--- src/rtl/isr_dispatch.sv ---
// Job buffer in front of the integer square-root engine: FIFO intake, single-job issue
// with timeout supervision, and an ordered valid/ready result port.
module isr_dispatch #(
   parameter int unsigned DEPTH   = 4,
   parameter int unsigned TAG_W   = 4,
   parameter int unsigned TIMEOUT = 600
) (
   input  logic             clock,
   input  logic             reset,
   input  logic             in_valid,
   output logic             in_ready,
   input  logic [63:0]      in_value,
   output logic             eng_start,
   output logic             eng_abort,
   output logic [63:0]      eng_value,
   input  logic             eng_done,
   input  logic [31:0]      eng_result,
   output logic             out_valid,
   input  logic             out_ready,
   output logic [TAG_W-1:0] out_tag,
   output logic [63:0]      out_value,
   output logic [31:0]      out_root,
   output logic             out_err,
   output logic             busy
);

   localparam int unsigned PW = $clog2(DEPTH);
   localparam int unsigned CW = PW + 1;
   localparam int unsigned TW = $clog2(TIMEOUT + 1);
   localparam int unsigned EW = TAG_W + 64;

   typedef enum logic [1:0] {StIdle, StIssue, StWait, StHold} state_e;

   logic [EW-1:0]    mem [DEPTH];
   logic [PW-1:0]    rd_ptr_q, wr_ptr_q;
   logic [CW-1:0]    count_q;
   logic [TAG_W-1:0] next_tag_q;
   state_e           state_q;
   logic [TW-1:0]    timer_q;
   logic [TAG_W-1:0] job_tag_q;
   logic [63:0]      job_value_q;
   logic [31:0]      job_root_q;
   logic             job_err_q;

   logic          full, empty, push, pop, timeout_hit;
   logic [EW-1:0] head;

   assign full  = (count_q == CW'(DEPTH));
   assign empty = (count_q == '0);
   assign push  = in_valid && !full;
   assign pop   = (state_q == StIdle) && !empty;
   assign head  = mem[rd_ptr_q];

   // done takes priority over an expiring timer in the same cycle
   assign timeout_hit = (state_q == StWait) && !eng_done && (timer_q == TW'(TIMEOUT - 1));

   always_ff @(posedge clock) begin
      if (push) begin
         mem[wr_ptr_q] <= {next_tag_q, in_value};
      end
   end

   always_ff @(posedge clock or negedge reset) begin
      if (!reset) begin
         rd_ptr_q   <= '0;
         wr_ptr_q   <= '0;
         count_q    <= '0;
         next_tag_q <= '0;
      end else begin
         if (push) begin
            wr_ptr_q   <= wr_ptr_q + PW'(1);
            next_tag_q <= next_tag_q + TAG_W'(1);
         end
         if (pop) begin
            rd_ptr_q <= rd_ptr_q + PW'(1);
         end
         if (push && !pop) begin
            count_q <= count_q + CW'(1);
         end else if (!push && pop) begin
            count_q <= count_q - CW'(1);
         end
      end
   end

   always_ff @(posedge clock or negedge reset) begin
      if (!reset) begin
         state_q     <= StIdle;
         timer_q     <= '0;
         job_tag_q   <= '0;
         job_value_q <= '0;
         job_root_q  <= '0;
         job_err_q   <= 1'b0;
      end else begin
         unique case (state_q)
            StIdle: begin
               if (pop) begin
                  job_tag_q   <= head[EW-1:64];
                  job_value_q <= head[63:0];
                  state_q     <= StIssue;
               end
            end
            StIssue: begin
               timer_q <= '0;
               state_q <= StWait;
            end
            StWait: begin
               if (eng_done) begin
                  job_root_q <= eng_result;
                  job_err_q  <= 1'b0;
                  state_q    <= StHold;
               end else if (timeout_hit) begin
                  job_root_q <= '0;
                  job_err_q  <= 1'b1;
                  state_q    <= StHold;
               end else begin
                  timer_q <= timer_q + TW'(1);
               end
            end
            StHold: begin
               if (out_ready) begin
                  state_q <= StIdle;
               end
            end
            default: state_q <= StIdle;
         endcase
      end
   end

   assign in_ready  = !full;
   assign eng_start = (state_q == StIssue);
   assign eng_abort = timeout_hit;
   assign eng_value = job_value_q;
   assign out_valid = (state_q == StHold);
   assign out_tag   = job_tag_q;
   assign out_value = job_value_q;
   assign out_root  = job_root_q;
   assign out_err   = job_err_q;
   assign busy      = (state_q != StIdle) || !empty;

endmodule
--- config.mk ---
export PLATFORM = sky130hd
export DESIGN_NAME = isr_dispatch
export DESIGN_NICKNAME = d
export VERILOG_FILES = /design/src/rtl/isr_dispatch.sv
export SDC_FILE = /design/constraint.sdc
export NUM_CORES = 1
export LEC_CHECK = 0
export ABC_AREA = 1
export BUFFER_PORTS_ARGS = -buffer_cell sky130_fd_sc_hd__buf_2
export CAP_MARGIN = 20
export CORE_AREA = 2 2 228 286
export CTS_BUF_LIST = sky130_fd_sc_hd__clkbuf_16
export DETAILED_ROUTE_END_ITERATION = 6
export DIE_AREA = 0 0 230 288
export PLACE_DENSITY_LB_ADDON = 0.1
export SYNTH_ARGS = -nofsm -noshare
export SYNTH_HDL_FRONTEND = slang
export SYNTH_SLANG_ARGS = --single-unit
export TNS_END_PERCENT = 30
--- constraint.sdc ---
create_clock -name clock -period 9.95 [get_ports clock]
set_clock_uncertainty 0.05 [all_clocks]
set_input_delay 1.99 -clock clock [delete_from_list [all_inputs] [get_ports clock]]
set_output_delay 1.99 -clock clock [all_outputs]
set_load 0.005 [all_outputs]
==> results.toml <==
[status]
status = "completed"

[worst_setup_path]
crit_family = "buffers and inverters"
crit_arrival_ns = 2.44
cp-end-kind = "output port"
reg2reg_slack_ns = 7.01
crit_buf_inv = 2
r2r-end = "mem[1][4]$_DFFE_PP_"
crit_slowest_cell = "nor3_1"
required_ns = 7.91
path_class = "input pin to output port"
critical_path_depth = 3
ff2ff_path_depth = 5
cpMostUsedCell = "buf_2"
crit_start = "eng_done"
path_cells = "buf_2, nor3_1, buf_2"
worstPathMaxFanout = 3
r2r_start = "count_q[0]$_DFFE_PN0P_"
max_stage_delay_ns = 0.18
endpoint = "eng_abort"
start_kind = "input pin"

[placement]
gp_congestion = 0.697
place_hpwl_um = 24500
port_buffers = 270
placed_cells = 2321

[logic_synthesis]
synthCells = 1325
seq_area_frac_synth_pct = 71.4
netlist.area_leader.share_pct = 51.8
syn_avg_cell_area_um2 = 11.9
synth_nets = 1439
yosysTopAreaCell = "edfxtp_1"
synthDistinctLibCells = 31
ys_warn_count = 0
synth_most_common_cell = "nor2_1"
ys_top_cells_by_count = "355 x nor2_1, 272 x edfxtp_1, 130 x o21ai_0, 124 x dfrtp_1, 110 x nand2_1"
netlist_top_cells_area = "edfxtp_1 52%, dfrtp_1 20%, nor2_1 8.4%"
ys_ff_latch = 396
syn-cell-area_um2 = 15800
synthArstFlopShare_pct = 31.3
synth_edf_count = 272
synthFlopType = "edfxtp_1"

[global_routing]
grt_pass1_vias = 10300
grt_antenna_before_repair = 4
grt_use_met3_pct = 2.75
met2_usage_pct = 22.3
busiest_layer = "met2"
met1_usage_pct = 16.2
grt_overflow = 0
grt_max_degree = 97
grt_usage_pct = 12.9
grt_first_pass_wirelength_um = 64700

[final_layout]
syn_to_final_growth_pct = 19.2
drive_gt1_share_pct = 22.7
instances_no_fill = 2404
nets = 1633
utilization_pct = 29.5

[cts]
cts_tree = "done"
clk_latency_ns = 0.57
cts_setup_buffers = 0
cts_resized = 0
cts_buffers = 44
hold_buffers = 0
clk_pin_slew_worst_paths_ns = 0.05
htreeDepth = 2
clock-root-buffer = "clkbuf_16"
clk_path_buf_depth = 3
clkSinkCount = 396

[die]
design.die.area_um2 = 66200
die_w_um = 230
design.core.area_um2 = 63800
start_util_pct = 24.7
pin_count = 271
rows = 104
die_y_um = 288

[timing]
fin_crit_sh_pct = 45.0
hold_viol_final = 0
setup_violations = 0
drv_slew = 0
hold_ws_ns = 0.440
worstMarginPinSlew_ns = 1.07
slew_headroom_pct = 28.9
fin_setup_tns_ns = 0
rsz0062_at_grt = "false"
min_period_ns = 4.48
fmax_mhz = 223

[drt]
vias = 10100
drtPass1Iterations = 4
avgViaCountPerCell = 4.21
wl_per_cell_um = 17.9
drt_iter0_markers = 479
drc_errors = 0
route.final.wire_length_um = 43000
ant_nets = 0

[power]
cellLeakagePower_nw = 7.32
combPwrFrac_pct = 30.3
p_clk_share_pct = 25.8
peakVddDrop_mv = 0.140
p_sw_share_pct = 36.2
seqPwrFrac_pct = 43.9
p_int_mw = 3.77
cellPowerDensity_nw_per_um2 = 314
p_switching_mw = 2.14

[hold_path]
hold_path.class = "flop to flop"

[job]
drv_cap = 0
## metal layers
| layer | part of all wire [%] | vias up |
|---|---|---|
| met5 | 0.10 | - |
| met4 | 2.3 | 6 |
| met3 | 4.9 | 65 |
| met2 | 48 | 235 |
| met1 | 44 | 4905 |
| li1 | - | 4903 |
## cell type report
type	count	area [um2]
multi-input combinational	763	3550
timing repair buffer	282	1450
tap	848	1060
inverter	32	124
clock inverter	36	183
sequential	396	11300
fill	6620	45000
clock buffer	46	1150
antenna	1	2.50
## power by group through the flow
stage          clock (mW)  sequential, mW  combinational (mW)
2_1_floorplan           0            2.51                1.34
3_3_place_gp            0            2.64                1.87
3_5_place_dp            0            2.65                1.87
4_1_cts              1.59            2.62                1.87
5_1_grt              1.66            2.66                2.06
6_report             1.52            2.59                1.79
## cell usage in the layout, fill, tap and decap left out, types with 3 or more instances in the layout
cell type / synthesis / final
nand4_1: 3 / 3
clkinv_1: 0 / 16
nand3_1: 44 / 44
o21ai_1: 17 / 17
xor2_1: 5 / 5
buf_4: 85 / 12
dfrtp_1: 124 / 122
a31oi_1: 68 / 68
nor2_4: 2 / 6
inv_1: 28 / 41
xnor2_1: 4 / 4
o21ai_0: 130 / 130
clkinv_2: 0 / 5
edfxtp_1: 272 / 272
clkbuf_16: 0 / 46
nor2_1: 355 / 351
nand2_1: 110 / 110
ha_1: 12 / 12
buf_2: 22 / 269
## worst register-to-register path, stage by stage (launching register included)
cell and delay (ns):
dfrtp_1 0.43, inv_2 0.08, nand3_1 0.16, nand2_2 0.25, nor2_4 0.81, buf_4 0.77
## metrics by stage
step,setup WS [ns],power [mW],cell area (um2)
global route,5.41,6.38,18800
floorplan,4.44,3.85,15800
CTS,5.46,6.08,18800
detailed placement,5.45,4.51,17500
finish,5.47,5.91,18800
global placement,5.46,4.51,17500
## how the worst min path moves through the flow
stage | endpoint | cells past startpoint | slack, ns | startpoint
2_1_floorplan | timer_q[1]$_DFFE_PN0P_ | 2 | 0.42 | timer_q[1]$_DFFE_PN0P_
3_3_place_gp | out_err$_DFFE_PN0P_ | 2 | 0.42 | out_err$_DFFE_PN0P_
3_5_place_dp | out_err$_DFFE_PN0P_ | 2 | 0.43 | out_err$_DFFE_PN0P_
4_1_cts | out_root[8]$_DFFE_PN0P_ | 2 | 0.44 | out_root[8]$_DFFE_PN0P_
5_1_grt | out_root[22]$_DFFE_PN0P_ | 2 | 0.46 | out_root[22]$_DFFE_PN0P_
6_report | out_root[1]$_DFFE_PN0P_ | 2 | 0.44 | out_root[1]$_DFFE_PN0P_
## state kept, by name, summed over array words and instances (netlist names)
name and flops:
mem 272, eng_value 64, out_root 32, timer_q 10
next_tag_q 4, out_tag 4, count_q 3, rd_ptr_q 2
state_q 2, wr_ptr_q 2, out_err 1
## kinds of logic after synthesis
group                    count (synthesis)  share of synthesized area (%)
AND/OR/NAND/NOR                        524                           13.2
flip-flops                             396                           71.4
AO/OA/AOI/OAI                          217                           7.53
buffers and inverters                  166                           6.23
adder cells (fa/ha/maj)                 13                           1.08
XOR/XNOR                                 9                          0.500
Power figures use the tool's default switching activity.
